===== config.mk =====
export PLATFORM = sky130hd
export DESIGN_NAME = store_narrow
export DESIGN_NICKNAME = d
export VERILOG_FILES = /design/src/rtl/store_narrow_pkg.sv /design/src/rtl/store_merge.sv /design/src/rtl/store_narrow.sv
export SDC_FILE = /design/constraint.sdc
export NUM_CORES = 1
export LEC_CHECK = 0
export BUFFER_PORTS_ARGS = -buffer_cell sky130_fd_sc_hd__buf_2
export CAP_MARGIN = 40
export CORE_ASPECT_RATIO = 1.4
export CORE_UTILIZATION = 48
export DETAILED_ROUTE_END_ITERATION = 8
export PLACE_DENSITY_LB_ADDON = 0.1
export SETUP_SLACK_MARGIN = 0.02
export SYNTH_ARGS = -nofsm -noshare
export SYNTH_HDL_FRONTEND = slang
export SYNTH_SLANG_ARGS = --single-unit

===== constraint.sdc =====
create_clock -name clk -period 2.2 [get_ports clk]
set_input_delay 0.66 -clock clk [delete_from_list [all_inputs] [get_ports clk]]
set_output_delay 0.66 -clock clk [all_outputs]
set_load 0.005 [all_outputs]

===== src/rtl/store_narrow_pkg.sv =====
// Shared encodings and range-check helper for the store narrowing path.
package store_narrow_pkg;

  localparam logic [1:0] SZ_BYTE = 2'b00;
  localparam logic [1:0] SZ_HALF = 2'b01;
  localparam logic [1:0] SZ_WORD = 2'b10;

  typedef enum logic [2:0] {
    ST_IDLE = 3'd0,
    ST_RD   = 3'd1,
    ST_MG   = 3'd2,
    ST_WR   = 3'd3,
    ST_ERR  = 3'd4
  } state_t;

  function automatic logic is_misaligned(input logic [1:0] size, input logic [1:0] lo);
    return (size == 2'b11) || (size == SZ_HALF && lo[0]) || (size == SZ_WORD && lo != 2'b00);
  endfunction

  // Signed fits when all bits above the sign bit replicate it; unsigned fits when they are zero.
  function automatic logic range_ovf(input logic [31:0] d, input logic [1:0] size, input logic arith);
    logic r;
    r = 1'b0;
    case (size)
      SZ_BYTE: r = arith ? !((&d[31:7]) || !(|d[31:7])) : (|d[31:8]);
      SZ_HALF: r = arith ? !((&d[31:15]) || !(|d[31:15])) : (|d[31:16]);
      default: r = 1'b0;
    endcase
    return r;
  endfunction

endpackage


===== src/rtl/store_merge.sv =====
// Replaces the addressed byte/halfword lane of a word with narrowed store data.
module store_merge
  import store_narrow_pkg::*;
(
  input  logic [31:0] i_old,
  input  logic [31:0] i_data,
  input  logic [1:0]  i_size,
  input  logic [1:0]  i_addr_lo,
  output logic [31:0] o_word
);

  logic [31:0] w_word;

  always_comb begin
    w_word = i_old;
    case (i_size)
      SZ_BYTE: w_word[{i_addr_lo, 3'b000} +: 8]      = i_data[7:0];
      SZ_HALF: w_word[{i_addr_lo[1], 4'b0000} +: 16] = i_data[15:0];
      SZ_WORD: w_word                                = i_data;
      default: w_word                                = i_old;
    endcase
  end

  assign o_word = w_word;

endmodule


===== src/rtl/store_narrow.sv =====
// Byte/halfword store via read-modify-write on a word-only memory; word stores write directly.
// Define STORE_OVF_CHECK_EN to build the narrow-width range check behind ovf (otherwise ovf=0).
module store_narrow
  import store_narrow_pkg::*;
(
  input  logic        clk,
  input  logic        rst_n,
  input  logic        req_valid,
  output logic        req_ready,
  input  logic [31:0] req_addr,
  input  logic [31:0] req_data,
  input  logic [1:0]  req_size,
  input  logic        req_arith,
  output logic        done,
  output logic        misalign,
  output logic        ovf,
  output logic [29:0] mem_addr,
  output logic        mem_rd,
  input  logic [31:0] mem_rdata,
  output logic        mem_wr,
  output logic [31:0] mem_wdata
);

  state_t      r_state;
  logic [29:0] r_addr;
  logic [1:0]  r_lo;
  logic [31:0] r_data;
  logic [1:0]  r_size;
  logic        r_ovf;
  logic [31:0] r_wdata;

  logic        w_mis;
  logic        w_ovf;
  logic [31:0] w_merged;

  assign w_mis = is_misaligned(req_size, req_addr[1:0]);

`ifdef STORE_OVF_CHECK_EN
  assign w_ovf = range_ovf(req_data, req_size, req_arith);
`else
  logic w_unused_arith;
  assign w_unused_arith = req_arith;
  assign w_ovf = 1'b0;
`endif

  store_merge u_merge (
    .i_old     (mem_rdata),
    .i_data    (r_data),
    .i_size    (r_size),
    .i_addr_lo (r_lo),
    .o_word    (w_merged)
  );

  always_ff @(posedge clk or negedge rst_n) begin
    if (!rst_n) begin
      r_state <= ST_IDLE;
      r_addr  <= '0;
      r_lo    <= '0;
      r_data  <= '0;
      r_size  <= '0;
      r_ovf   <= 1'b0;
      r_wdata <= '0;
    end else begin
      case (r_state)
        ST_IDLE: begin
          if (req_valid) begin
            r_addr <= req_addr[31:2];
            r_lo   <= req_addr[1:0];
            r_data <= req_data;
            r_size <= req_size;
            r_ovf  <= w_ovf & ~w_mis;
            if (w_mis) begin
              r_state <= ST_ERR;
            end else if (req_size == SZ_WORD) begin
              r_wdata <= req_data;
              r_state <= ST_WR;
            end else begin
              r_state <= ST_RD;
            end
          end
        end
        ST_RD:   r_state <= ST_MG;
        // mem_rdata is valid only in this state, one cycle after the read strobe.
        ST_MG: begin
          r_wdata <= w_merged;
          r_state <= ST_WR;
        end
        ST_WR:   r_state <= ST_IDLE;
        ST_ERR:  r_state <= ST_IDLE;
        default: r_state <= ST_IDLE;
      endcase
    end
  end

  assign req_ready = (r_state == ST_IDLE);
  assign mem_rd    = (r_state == ST_RD);
  assign mem_wr    = (r_state == ST_WR);
  assign done      = (r_state == ST_WR) || (r_state == ST_ERR);
  assign misalign  = (r_state == ST_ERR);
  assign ovf       = r_ovf & done;
  assign mem_addr  = r_addr;
  assign mem_wdata = r_wdata;

endmodule


==> summary.txt <==
Timing
  – Fin crit period: 2.11 ns
  – Worst slew pin tran: 0.639 ns
  – Clk_skew: 0.0118 ns
  – Max Fclk: 0.474 GHz
  – Setup WS post-layout: 0.0918 ns
  – RSZ-0062 raised after global routing: no
  – Fin. Hold Viols: 0
  – Final Setup Violations: 0
  – Slew HR: 57.2%
  – Max Slew Vio Count: 0
  – Tcrit/Tclk final: 95.8%
  – Setup TNS: 0 ns

Global route
  – Global route total overflow: 0
  – Largest net degree at the start of global routing: 69
  – First-pass GRT wire length: 26500 um
  – Initial antenna violation count: 0
  – Vias in the first global route: 5310
  – GRT Overall Usage: 27.0%

Power
  – Power Density: 1390 mW/mm^2
  – Overall power: 10100 uW
  – Max rail drop VDD: 0.000753 V
  – Pleak: 0.00370 uW

Setup path
  – Crit path DAT: 1.45 ns
  – CP max FO: 9
  – Critical Path RT: 1.54 ns
  – CP Capture Type: output port
  – FF-to-FF Start: r_lo[0]$_DFFE_PN0P_
  – Worst R2R Setup Slack: 0.18 ns
  – Reg2Reg Depth: 5
  – Setup crit end: done
  – Reg2reg end: mem_wdata[2]$_DFFE_PN0P_
  – Crit path from: r_state[1]$_DFFE_PN0P_
  – Startpoint types: flip-flop
  – Crit path kind: reg2out

Synthesis
  – Net count after synthesis: 730
  – Synth unique cells: 38
  – Seq/Total Area, Yosys: 42.6%
  – Cell count after synthesis: 623
  – Ys Warns: 0
  – Synth Flop Type: dfrtp_1
  – EDFF count, synth: 0
  – Synth Register Bits: 101
  – Mapped Area: 0.00594 sq mm
  – Mean post-synth cell area: 9.53 sq um
  – Post-synth ARST share: 100%

Run
  – Max_cap viols: 0

Worst hold path
  – Hold Crit Class: in2async

Finish
  – Filler cells: 1050
  – Final nets: 880
  – # diodes: 0
  – Finished Cell Area: 0.00730 sq mm
  – Share of cells above drive strength 1: 35.6%
  – Non-filler cells in the finished layout: 925
  – Layout area overhead: 22.9%

Drt
  – Detailed-route DRC error count: 0
  – Via/cell ratio: 5.68
  – Iter 0 DRT Violations: 349
  – Final antenna-violating net count: 0
  – Drt total wl: 16600 um
  – Drt wl/cell: 17.9 um
  – First drt pass iteration count: 4
  – Vias post-DR: 5255

Clocking
  – CTS tree: built
  – H-tree Lvls: 3
  – Clock Latency Late Sink: 0.36 ns
  – Clock Path Buffers: 2
  – Clock sink total: 101
  – Setup Buffers After CTS: 0
  – Num CTS Buffers: 9
  – Root buffer cell: clkbuf_16
  – Clk slew on worst S/H paths: 0.07 ns

Placed design
  – GP Congestion: 0.801
  – Placed cells: 909
  – DP Area: 0.00698 sq mm
  – I/O Buffers: 167
  – Worst slack, placed: 0.0646 ns
  – Detailed placement HPWL: 11300 um

Floorplanning
  – Io pins: 170
  – Site row count: 47
  – Core area: 0.0119 sq mm
  – Die Height: 134 um
  – Chip width: 96.0 um
  – Die area: 0.0128 sq mm
  – Starting Density: 49.7%

Status
  – Status: completed
-- power by group --
group / internal, uW / total (uW) / switching (uW)
Clock: 901 / 1670 / 772
Sequential: 2770 / 3470 / 693
Combinational: 2420 / 4980 / 2550
Total: 6100 / 10100 / 4020
-- sequential cells by signal, summed over array words and instances, names as in the netlist --
signal and flops:
mem_addr 30, r_size 2, r_lo 2, r_state 3, mem_wdata 32, r_data 32
-- Yosys cell counts (4+ instances only) --
cell | n | share of area, %
a21boi_0 | 9 | 1.1
a21o_1 | 17 | 2.1
a21oi_1 | 33 | 2.8
a221o_1 | 8 | 1.3
a2bb2oi_1 | 8 | 1.2
and3b_1 | 17 | 2.5
buf_1 | 6 | 0.38
buf_2 | 17 | 1.4
clkbuf_1 | 28 | 1.8
dfrtp_1 | 101 | 43
ha_1 | 5 | 1.1
mux2_2 | 54 | 10
mux2i_1 | 40 | 6.7
nand2_1 | 138 | 8.7
nand3_1 | 8 | 0.67
nor2_1 | 4 | 0.25
nor2b_1 | 49 | 5.2
o21ai_0 | 26 | 2.2
o221ai_1 | 24 | 3.5
or3b_2 | 8 | 1.2
-- final cells by class --
class                      count  area, sq um  area share, %
tap                          147          184           2.52
inverter                       2         7.51          0.103
timing repair buffer         191         1080           14.8
clock inverter                 7         83.8           1.15
sequential                   101         2530           34.7
clock buffer                   9          225           3.09
multi-input combinational    468         3180           43.6
-- worst min-delay path by stage --
| stage | depth (start not counted) | slack [ns] | to | from |
|---|---|---|---|---|
| after floorplan | 0 | 0.36 | mem_addr[0]$_DFFE_PN0P_ | rst_n |
| after global placement | 2 | 0.45 | r_data[30]$_DFFE_PN0P_ | r_data[30]$_DFFE_PN0P_ |
| after detailed placement | 2 | 0.46 | r_data[29]$_DFFE_PN0P_ | r_data[29]$_DFFE_PN0P_ |
| after CTS | 1 | 0.28 | mem_wdata[3]$_DFFE_PN0P_ | rst_n |
| after global routing | 1 | 0.31 | mem_wdata[7]$_DFFE_PN0P_ | rst_n |
| final | 1 | 0.27 | mem_wdata[3]$_DFFE_PN0P_ | rst_n |
-- metrics by stage --
| stage | hold slack (ns) | utilization (%) |
|---|---|---|
| global placement | 0.455 | 58.5 |
| finish | 0.266 | 61.1 |
| floorplan | 0.364 | - |
| CTS | 0.284 | 61.1 |
| detailed placement | 0.463 | 58.5 |
| global route | 0.309 | 61.1 |
-- per-layer routing --
layer	track usage (%)	wire length, um	vias to the layer above
li1	-	-	2488
met1	33.9	6920	2534
met2	45.2	8170	203
met3	4.11	965	30
met4	11.9	529	0
met5	0	0	-
-- critical path, cell delays in order, from the launching register on --
cell	delay, ns
dfrtp_2	0.47
nor2_1	0.07
and2_1	0.17
or2_2	0.27
buf_2	0.13
-- cell families (layout without fill, tap and decap cells) --
kind of cell | Yosys count | count (layout) | synth area share, %
DFF | 101 | 101 | 42.6
other | 1 | 1 | 0.0632
AOI/OAI and AO/OA | 127 | 127 | 14.6
buffers and inverters | 54 | 209 | 3.84
adders and majority gates | 5 | 5 | 1.05
and+or+nand+nor | 241 | 241 | 20.9
muxes | 94 | 94 | 17.0
-- cell usage in the layout, fill, tap and decap left out, types with 9 or more instances in the layout --
master	instances
buf_2	166
and3b_1	17
o21ai_0	26
a21boi_0	9
clkbuf_16	9
a21oi_1	33
o221ai_1	24
buf_4	20
mux2i_1	40
nor2b_1	49
a21o_1	17
dfrtp_1	97
nand2_1	138
mux2_2	54
-- timing repair --
item | 4_1_cts | 5_1_grt
resized for setup | 2 | 1
hold buffers | 0 | 0
endpoints found under the setup margin | 1 | 1
(Power assumes the default switching activity.)
